==> src/rtl/pcie_pipe_pkg.sv <==
// Shared PIPE definitions for the RX and TX data blocks: generation codes,
// special symbols, sync header values and default per-generation widths.
package pcie_pipe_pkg;

  localparam logic [2:0] GEN1 = 3'd1;
  localparam logic [2:0] GEN2 = 3'd2;
  localparam logic [2:0] GEN3 = 3'd3;
  localparam logic [2:0] GEN4 = 3'd4;
  localparam logic [2:0] GEN5 = 3'd5;

  localparam logic [7:0] COM_SYMBOL = 8'hBC;

  localparam logic [1:0] SYNC_HDR_DATA = 2'b10;
  localparam logic [1:0] SYNC_HDR_OS   = 2'b01;

  localparam int PIPE_WIDTH_GEN1 = 8;
  localparam int PIPE_WIDTH_GEN2 = 8;
  localparam int PIPE_WIDTH_GEN3 = 16;
  localparam int PIPE_WIDTH_GEN4 = 32;
  localparam int PIPE_WIDTH_GEN5 = 32;

  // Index of the last beat of a 32-bit word for a given PIPE width (N-1).
  function automatic logic [1:0] last_beat_of(input int width);
    case (width)
      8:       last_beat_of = 2'd3;
      16:      last_beat_of = 2'd1;
      default: last_beat_of = 2'd0;
    endcase
  endfunction

endpackage

==> src/rtl/pipe_rx_byte_packer.sv <==
// Packs 8/16/32-bit PIPE beats into 32-bit words; flush and realign both
// restart the word so the current beat lands in lane group 0.
module pipe_rx_byte_packer
  import pcie_pipe_pkg::*;
(
  input  logic        pclk,
  input  logic        reset,
  input  logic        flush_i,
  input  logic        realign_i,
  input  logic        accept_i,
  input  logic [1:0]  last_beat_i,
  input  logic [31:0] data_i,
  input  logic [3:0]  k_i,
  output logic        word_done_o,
  output logic [31:0] word_o,
  output logic [3:0]  word_k_o,
  output logic [1:0]  beat_cnt_o
);

  logic [1:0]  beat_cnt_q, beat_cnt_d;
  logic [31:0] acc_q, acc_d;
  logic [3:0]  acc_k_q, acc_k_d;
  logic [1:0]  base_cnt;
  logic [31:0] merged;
  logic [3:0]  merged_k;
  logic        restart;

  always_comb begin
    restart  = flush_i || realign_i;
    base_cnt = restart ? 2'd0 : beat_cnt_q;
    merged   = restart ? 32'd0 : acc_q;
    merged_k = restart ? 4'd0 : acc_k_q;
    if (accept_i) begin
      case (last_beat_i)
        2'd3: begin
          merged[{base_cnt, 3'b000} +: 8] = data_i[7:0];
          merged_k[base_cnt]              = k_i[0];
        end
        2'd1: begin
          merged[{base_cnt[0], 4'b0000} +: 16] = data_i[15:0];
          merged_k[{base_cnt[0], 1'b0} +: 2]   = k_i[1:0];
        end
        default: begin
          merged   = data_i;
          merged_k = k_i;
        end
      endcase
    end
    word_done_o = accept_i && (base_cnt == last_beat_i);
    if (word_done_o) begin
      beat_cnt_d = 2'd0;
      acc_d      = 32'd0;
      acc_k_d    = 4'd0;
    end else begin
      beat_cnt_d = accept_i ? base_cnt + 2'd1 : base_cnt;
      acc_d      = merged;
      acc_k_d    = merged_k;
    end
  end

  assign word_o     = merged;
  assign word_k_o   = merged_k;
  assign beat_cnt_o = beat_cnt_q;

  always_ff @(posedge pclk or posedge reset) begin
    if (reset) begin
      beat_cnt_q <= 2'd0;
      acc_q      <= 32'd0;
      acc_k_q    <= 4'd0;
    end else begin
      beat_cnt_q <= beat_cnt_d;
      acc_q      <= acc_d;
      acc_k_q    <= acc_k_d;
    end
  end

endmodule

==> src/rtl/pipe_rx_data.sv <==
// Receive-side PIPE data path: qualifies PHY beats, realigns on COM or block
// start, and hands registered 32-bit words to the descrambler.
module pipe_rx_data
  import pcie_pipe_pkg::*;
#(
  parameter int pipe_width_gen1 = PIPE_WIDTH_GEN1,
  parameter int pipe_width_gen2 = PIPE_WIDTH_GEN2,
  parameter int pipe_width_gen3 = PIPE_WIDTH_GEN3,
  parameter int pipe_width_gen4 = PIPE_WIDTH_GEN4,
  parameter int pipe_width_gen5 = PIPE_WIDTH_GEN5
) (
  input  logic        pclk,
  input  logic        reset,
  input  logic [2:0]  generation,
  input  logic [31:0] RxData,
  input  logic [3:0]  RxDataK,
  input  logic        RxValid,
  input  logic        RxDataValid,
  input  logic        RxStartBlock,
  input  logic [1:0]  RxSyncHeader,
  output logic [31:0] descramblerDataIn,
  output logic [3:0]  descramblerDataK,
  output logic        descramblerDataValid,
  output logic        descramblerStartBlock,
  output logic [1:0]  descramblerSyncHeader,
  output logic        alignErr
);

  logic [2:0]  gen_q;
  logic [1:0]  sync_hdr_q, sync_hdr_d;
  logic        sb_pend_q, sb_pend_d;
  logic [31:0] data_q;
  logic [3:0]  data_k_q;
  logic        valid_q, start_block_q, align_err_q;
  logic [1:0]  sync_out_q;

  logic        gen_ok, gen3p, is_com, accept, realign, flush;
  logic        sb_beat, word_sb, align_err_d;
  logic [1:0]  last_beat;
  logic        word_done;
  logic [31:0] word;
  logic [3:0]  word_k;
  logic [1:0]  beat_cnt;

  always_comb begin
    case (generation)
      GEN1:    last_beat = last_beat_of(pipe_width_gen1);
      GEN2:    last_beat = last_beat_of(pipe_width_gen2);
      GEN3:    last_beat = last_beat_of(pipe_width_gen3);
      GEN4:    last_beat = last_beat_of(pipe_width_gen4);
      GEN5:    last_beat = last_beat_of(pipe_width_gen5);
      default: last_beat = 2'd0;
    endcase
  end

  // Any flush (lock loss, speed change, bad speed) overrides realign error reporting.
  always_comb begin
    gen_ok      = (generation >= GEN1) && (generation <= GEN5);
    gen3p       = generation >= GEN3;
    is_com      = (RxData[7:0] == COM_SYMBOL) && RxDataK[0];
    accept      = RxValid && gen_ok && (!gen3p || RxDataValid);
    realign     = accept && (gen3p ? RxStartBlock : is_com);
    flush       = !RxValid || !gen_ok || (generation != gen_q);
    sb_beat     = realign && gen3p;
    align_err_d = realign && !flush && (beat_cnt != 2'd0);
    sync_hdr_d  = sb_beat ? RxSyncHeader : sync_hdr_q;
    word_sb     = sb_beat || (sb_pend_q && !flush && !realign);
    if (word_done)            sb_pend_d = 1'b0;
    else if (sb_beat)         sb_pend_d = 1'b1;
    else if (flush || realign) sb_pend_d = 1'b0;
    else                      sb_pend_d = sb_pend_q;
  end

  pipe_rx_byte_packer u_packer (
    .pclk        (pclk),
    .reset       (reset),
    .flush_i     (flush),
    .realign_i   (realign),
    .accept_i    (accept),
    .last_beat_i (last_beat),
    .data_i      (RxData),
    .k_i         (RxDataK),
    .word_done_o (word_done),
    .word_o      (word),
    .word_k_o    (word_k),
    .beat_cnt_o  (beat_cnt)
  );

  always_ff @(posedge pclk or posedge reset) begin
    if (reset) begin
      gen_q         <= 3'd0;
      sync_hdr_q    <= 2'd0;
      sb_pend_q     <= 1'b0;
      data_q        <= 32'd0;
      data_k_q      <= 4'd0;
      valid_q       <= 1'b0;
      start_block_q <= 1'b0;
      sync_out_q    <= 2'd0;
      align_err_q   <= 1'b0;
    end else begin
      gen_q         <= generation;
      sync_hdr_q    <= sync_hdr_d;
      sb_pend_q     <= sb_pend_d;
      valid_q       <= word_done;
      start_block_q <= word_done && word_sb;
      align_err_q   <= align_err_d;
      if (word_done) begin
        data_q     <= word;
        data_k_q   <= word_k;
        sync_out_q <= sync_hdr_d;
      end
    end
  end

  assign descramblerDataIn     = data_q;
  assign descramblerDataK      = data_k_q;
  assign descramblerDataValid  = valid_q;
  assign descramblerStartBlock = start_block_q;
  assign descramblerSyncHeader = sync_out_q;
  assign alignErr              = align_err_q;

endmodule

==> config.mk <==
export PLATFORM = sky130hd
export DESIGN_NAME = pipe_rx_data
export DESIGN_NICKNAME = d
export VERILOG_FILES = /design/src/rtl/pcie_pipe_pkg.sv /design/src/rtl/pipe_rx_byte_packer.sv /design/src/rtl/pipe_rx_data.sv
export SDC_FILE = /design/constraint.sdc
export NUM_CORES = 1
export LEC_CHECK = 0
export BUFFER_PORTS_ARGS = -buffer_cell sky130_fd_sc_hd__buf_2
export CAP_MARGIN = 20
export CORE_MARGIN = 1
export CORE_UTILIZATION = 28
export CTS_BUF_LIST = sky130_fd_sc_hd__clkbuf_4
export DETAILED_ROUTE_END_ITERATION = 12
export REMOVE_ABC_BUFFERS = 1
export SYNTH_ARGS = -nofsm -noshare
export SYNTH_HDL_FRONTEND = slang
export SYNTH_SLANG_ARGS = --single-unit
==> constraint.sdc <==
create_clock -name pclk -period 4.41 [get_ports pclk]
set_input_delay 0.6615 -clock pclk [delete_from_list [all_inputs] [get_ports pclk]]
set_output_delay 0.6615 -clock pclk [all_outputs]
set_load 0.01 [all_outputs]
==> metrics.cfg, run 1 <==
[run_status]
status = completed

[place]
place_hpwl_um = 10200
port-buffer-count = 86
dp.cells = 768
place.gp.congestion = 0.834

[power]
p_sw_share_pct = 31.3
ir_worst_vdd_mv = 0.138
power.switching_mw = 0.575
p_int_mw = 1.26
total_power_mw = 1.84
p_comb_share_pct = 22.6
leakagePower_nw = 2.46
clockPowerShare_pct = 27.6
power_frac_seq_pct = 49.7
p_per_area_nw_per_um2 = 328

[sta]
max-slew-margin-rel_pct = 35.0
setup_viol_count_final = 0
skew_ns = 0.0166
timing.final.crit_share_pct = 78.0
max_freq_mhz = 291
worstMarginPinSlew_ns = 0.976
holdWs_ns = 0.110
rsz0062_at_grt = no
report.final.slew_viol_count = 0
fin_tns_setup_ns = 0
hold_viol = 0
period_needed_ns = 3.44

[clock_network]
ctsHoldBuffers = 0
numCtsBuffers = 9
cts_buffer_depth = 2
path_clk_slew_ns = 0.14
clkSinkCount = 85
htreeDepth = 3
cts_tree = done
clock_latency_ns = 0.48
ctsResizeCount = 0
post_cts_buffers = 0
cts-root-buf = clkbuf_4

[global_route]
grt_pass1_wl_um = 23900
antenna_found_initial = 1
grt-ovfl-total = 0
grt_pass1_vias = 4494
track_usage_pct = 17.5
grt_max_degree = 55

[setup_path]
worstPathRequired_ns = 4.78
cp.arrival_ns = 3.81
cp-start-kind = input port
crit_chain = buf_2 > nor4bb_1 > a21oi_1 > a2111oi_4 > buf_4 > nand2_1 > ha_1 > inv_1 > a211o_1 > a21boi_1 > nand2_1 > a221oi_1
critical_path.slowest_cell = a21boi_1
crit_type = input port to flip-flop
cpPeakStageDelay_ns = 0.50
critPathMostFrequentCell = nand2_1
crit_fanout = 19
endpoint_kind = flip-flop

[final_layout]
areaGrowthSynthToFinish_pct = 17.4
drive_gt1_share_pct = 24.4
layout_commonest_cell = buf_2
nets = 610
final_cells = 789
layout_common_cells = buf_2 (86), dfrtp_1 (85), nand2_1 (52)

[yosys]
avgSynthCellArea_um2 = 9.88
syn-instance-count = 483
ys_types = 64
netlist_area_um2 = 4770
synth_edf_count = 0
synthFlopType = dfrtp_1
ys_ff_latch = 85
synthArstFlopShare_pct = 100
ys_seq_area_share_pct = 44.6
yosysWarnings = 0

[routing]
drt_iter0_markers = 191
num_vias = 4221
antenna_left = 0
route.detailed.drc = 0
drtPass1Iterations = 5
wl_per_cell_um = 18.3
wirelength_um = 14500
viasPerCell = 5.35

[min_path]
hold_class = input port to asynchronous set/reset pin

[floorplan]
dieArea_um2 = 17600
die_h_um = 133
start_util_pct = 28.8
die_w_um = 133
num_io_pins = 87
core_area_um2 = 16600
core.rowCount = 47

[run]
maxCapViolCount = 0

per-layer routing:
metal  vias to the layer above  global-route usage (%)  routed length [um]
met3                        19                    4.60                 820
met5                         -                       0                   0
li1                       1950                       -                   -
met2                       150                    27.9                6770
met1                      2102                    22.7                6650
met4                         0                    6.51                 210
Yosys cell counts (5+ instances only):
| master | n | share of area [%] |
|---|---|---|
| dfrtp_1 | 85 | 45 |
| nand2_1 | 52 | 4.1 |
| mux2i_1 | 39 | 8.2 |
| inv_1 | 36 | 2.8 |
| a21oi_1 | 35 | 3.7 |
| a22oi_1 | 23 | 3.6 |
| a221oi_1 | 21 | 3.9 |
| nor2_1 | 16 | 1.3 |
| o21ai_0 | 14 | 1.5 |
| o22ai_1 | 13 | 1.7 |
| clkbuf_1 | 12 | 0.94 |
| buf_2 | 11 | 1.2 |
| a22o_1 | 10 | 1.8 |
| mux2_2 | 10 | 2.4 |
| a41oi_1 | 7 | 1.3 |
| buf_4 | 7 | 1.1 |
| nand3_1 | 7 | 0.73 |
| a21o_1 | 5 | 0.79 |
| nand2b_1 | 5 | 0.66 |
| o2bb2ai_1 | 5 | 0.92 |
per-stage QoR:
| step | util (%) | area, um2 | setup WS (ns) |
|---|---|---|---|
| after floorplan | - | 4590 | -1.67 |
| after global placement | 32.7 | 5420 | 0.634 |
| after detailed placement | 32.7 | 5420 | 0.533 |
| after CTS | 33.6 | 5570 | 1.05 |
| after global routing | 33.8 | 5600 | 0.663 |
| final | 33.8 | 5600 | 0.969 |
cell type report:
type / instances / area (um2)
fillers: 1759 / 11000
multi-input cells: 326 / 2340
clock inverters: 7 / 90.1
flip-flops and latches: 85 / 2130
inverters: 37 / 140
clock buffers: 9 / 67.6
repair buffers: 101 / 556
diodes: 4 / 10.0
well taps: 220 / 275
kinds of logic after synthesis:
kind of cell             Yosys count  synth area share (%)
XOR/XNOR                           3                 0.551
buffers and inverters             72                  6.69
AO/OA/AOI/OAI                    166                  25.9
adder cells (fa/ha/maj)            4                  1.05
AND/OR/NAND/NOR                  101                  9.99
flip-flops                        85                  44.6
multiplexers                      52                  11.2
path summary, 6_finish.rpt:
kind	start	end	slack [ns]	cells after the start
max	generation[2]	u_packer.acc_q[5]	0.97	12
min	reset	descramblerDataIn[10]	0.11	2
max reg2reg	gen_q[1]	u_packer.acc_q[5]	1.07	11
min reg2reg	descramblerSyncHeader[0]	descramblerSyncHeader[0]	0.50	1
max in group asynchronous	reset	u_packer.acc_q[3]	3.30	4
min in group pclk	RxSyncHeader[1]	sync_hdr_q[1]	0.45	2
critical path, delay by kind of cell:
family	cells	cell delay, ns
compound gates	5	1.54
buf+inv	3	0.74
simple gates	3	0.53
fa+ha+maj	1	0.32
power groups by stage:
stage / clock (mW) / combinational (mW) / sequential, mW
after floorplan: 0 / 0.195 / 0.964
after global placement: 0 / 0.414 / 0.927
after detailed placement: 0 / 0.419 / 0.929
after CTS: 0.528 / 0.421 / 0.916
after global routing: 0.560 / 0.459 / 0.927
final: 0.508 / 0.415 / 0.914
state kept, by name, indices dropped and copies added (netlist names):
| name | count |
|---|---|
| u_packer.acc_k_q | 4 |
| descramblerDataValid | 1 |
| descramblerStartBlock | 1 |
| descramblerDataK | 4 |
| gen_q | 3 |
| u_packer.acc_q | 32 |
| sb_pend_q | 1 |
| alignErr | 1 |
| descramblerDataIn | 32 |
| u_packer.beat_cnt_o | 2 |
| descramblerSyncHeader | 2 |
| sync_hdr_q | 2 |
Note: power is estimated with default switching activity, not from simulation.
==> run 2: changes to the inputs <==
==> constraint.sdc (replaced) <==
create_clock -name pclk -period 3.35 [get_ports pclk]
set_input_delay 0.5025 -clock pclk [delete_from_list [all_inputs] [get_ports pclk]]
set_output_delay 0.5025 -clock pclk [all_outputs]
set_load 0.01 [all_outputs]
==> metrics.cfg, run 2 (same netlist as run 1, synthesis figures left out) <==
[final_layout]
fillCellCount = 1730  ; -1.6%
layout_commonest_cell = buf_2
nets = 629  ; +3.1%
drive_gt1_share_pct = 26.8  ; +2.4 points
layout_common_cells = buf_2 (86), dfrtp_1 (85), nand2_1 (52)
areaGrowthSynthToFinish_pct = 20.8

[setup_path]
cp-endpoint = descramblerDataIn[30]
startpoint = gen_q[1]
cp_num_buf_inv = 2  ; -1
cpPeakStageDelay_ns = 0.43  ; -0.07 ns
endpoint_kind = flip-flop
cp.arrival_ns = 3.36  ; -0.45 ns
rr_startpoint = gen_q[1]
reg2reg_setup_slack_ns = 0.34  ; -0.73 ns
crit_chain = nor4bb_1 > a21oi_1 > a2111oi_4 > nand2_1 > ha_1 > inv_1 > and4_1 > buf_4 > a22oi_1 > o21ai_0 > a221oi_1 > mux2i_1
reg2reg_depth = 12  ; +1
crit_type = flip-flop to flip-flop
crit_fanout = 6  ; -13
r2r_end = descramblerDataIn[30]
path_delay_family = compound AO/OA/AOI/OAI gates
cp-start-kind = flip-flop
cp_num_cells = 12  ; unchanged
worstPathRequired_ns = 3.70  ; -1.08 ns
critical_path.slowest_cell = dfrtp_1

[clock_network]
path_clk_slew_ns = 0.14  ; about the same
ctsHoldBuffers = 0  ; unchanged
cts_buffer_depth = 2  ; unchanged
cts-root-buf = clkbuf_4
cts_tree = done
clock_latency_ns = 0.47  ; about the same
post_cts_buffers = 0  ; unchanged
numCtsBuffers = 9  ; unchanged
ctsResizeCount = 0  ; unchanged
clkSinkCount = 85  ; unchanged
htreeDepth = 3  ; unchanged

[floorplan]
die_w_um = 133  ; unchanged
core_area_um2 = 16600  ; unchanged
dieArea_um2 = 17600  ; unchanged
core.rowCount = 47  ; unchanged
num_io_pins = 87  ; unchanged
die_h_um = 133  ; unchanged
start_util_pct = 28.8  ; unchanged

[min_path]
hold_class = input port to asynchronous set/reset pin

[global_route]
grt_pass1_vias = 4424  ; -1.6%
grt_max_degree = 86  ; +56%
grt-ovfl-total = 0  ; unchanged
track_usage_pct = 17.7  ; +0.19 points
grt_pass1_wl_um = 24000  ; +0.52%
antenna_found_initial = 1  ; unchanged

[routing]
wirelength_um = 14900  ; +3.1%
drtPass1Iterations = 5  ; unchanged
viasPerCell = 5.38  ; +0.58%
wl_per_cell_um = 18.6  ; +1.3%
route.detailed.drc = 0  ; unchanged
antenna_left = 0  ; unchanged
num_vias = 4321  ; +2.4%
drt_iter0_markers = 335  ; +75%

[power]
leakagePower_nw = 2.56  ; +4.0%
p_per_area_nw_per_um2 = 410  ; +25%
total_power_mw = 2.37  ; +29%
ir_worst_vdd_mv = 0.183  ; +32%

[sta]
skew_ns = 0.0257  ; +0.00906 ns
report.final.slew_viol_count = 0  ; unchanged
worstMarginPinSlew_ns = 0.961  ; -0.0143 ns
hold_viol = 0  ; unchanged
max-slew-margin-rel_pct = 35.9  ; +0.95 points
rsz0062_at_grt = no
period_needed_ns = 3.01
timing.final.crit_share_pct = 89.9
holdWs_ns = 0.0697  ; -0.0401 ns
setup_viol_count_final = 0  ; unchanged
max_freq_mhz = 332

[place]
place_hpwl_um = 10300  ; +0.99%
port-buffer-count = 86  ; unchanged
place.gp.congestion = 0.891  ; +6.8%

[run]
maxCapViolCount = 0  ; unchanged

[run_status]
status = completed

[run 2: area by class of cell]
type	count	area (um2)	area share, %
well taps	220	275	4.78
repair buffers	120	761	13.2
clock inverters	5	53.8	0.933
multi-input cells	326	2340	40.5
flip-flops and latches	85	2130	36.9
clock buffers	9	67.6	1.17
diodes	1	2.50	0.0434
inverters	37	140	2.43
[run 2: per-layer routing]
layer	share of wire (%)	wire length, um	global-route usage, %
met1	46	6850	23.5
met2	46	6920	28.2
met3	5.8	869	4.02
met4	1.8	266	6.19
met5	0	0	0
[run 2: worst min path at each step]
stage | to | cells past startpoint | slack, ns
6_report | descramblerDataIn[23] | 3 | 0.07
5_1_grt | descramblerDataIn[18] | 3 | 0.07
3_5_place_dp | descramblerDataK[1] | 1 | 0.48
2_1_floorplan | sync_hdr_q[1] | 1 | 0.47
4_1_cts | descramblerDataIn[18] | 3 | 0.10
3_3_place_gp | descramblerDataK[0] | 1 | 0.47
[run 2: worst reg2reg max path, cell delays in order (launching register included)]
cell and delay, ns:
dfrtp_1 0.43, nor4bb_1 0.28, a21oi_1 0.13, a2111oi_4 0.35, nand2_1 0.17, ha_1 0.32, inv_1 0.08, and4_1 0.25
buf_4 0.17, a22oi_1 0.13, o21ai_0 0.10, a221oi_1 0.36, mux2i_1 0.13
[run 2: power breakdown]
part	internal, mW	total, mW	leakage, nW	switching (mW)
combinational	0.241	0.577	1.43	0.336
clock	0.217	0.583	0.0714	0.366
sequential	1.14	1.21	1.06	0.0631
total	1.60	2.37	2.56	0.765
[run 2: through the flow]
step / setup WS [ns] / std cells / setup TNS, ns / util, % / area (um2)
global placement: 0.0895 / 788 / 0 / 34.0 / 5640
detailed placement: 0.0135 / 788 / 0 / 34.0 / 5640
CTS: 0.353 / 802 / 0 / 34.7 / 5760
global route: 0.0509 / 803 / 0 / 34.8 / 5760
finish: 0.338 / 803 / 0 / 34.8 / 5760
floorplan: -2.57 / 448 / -134.43 / - / 4590
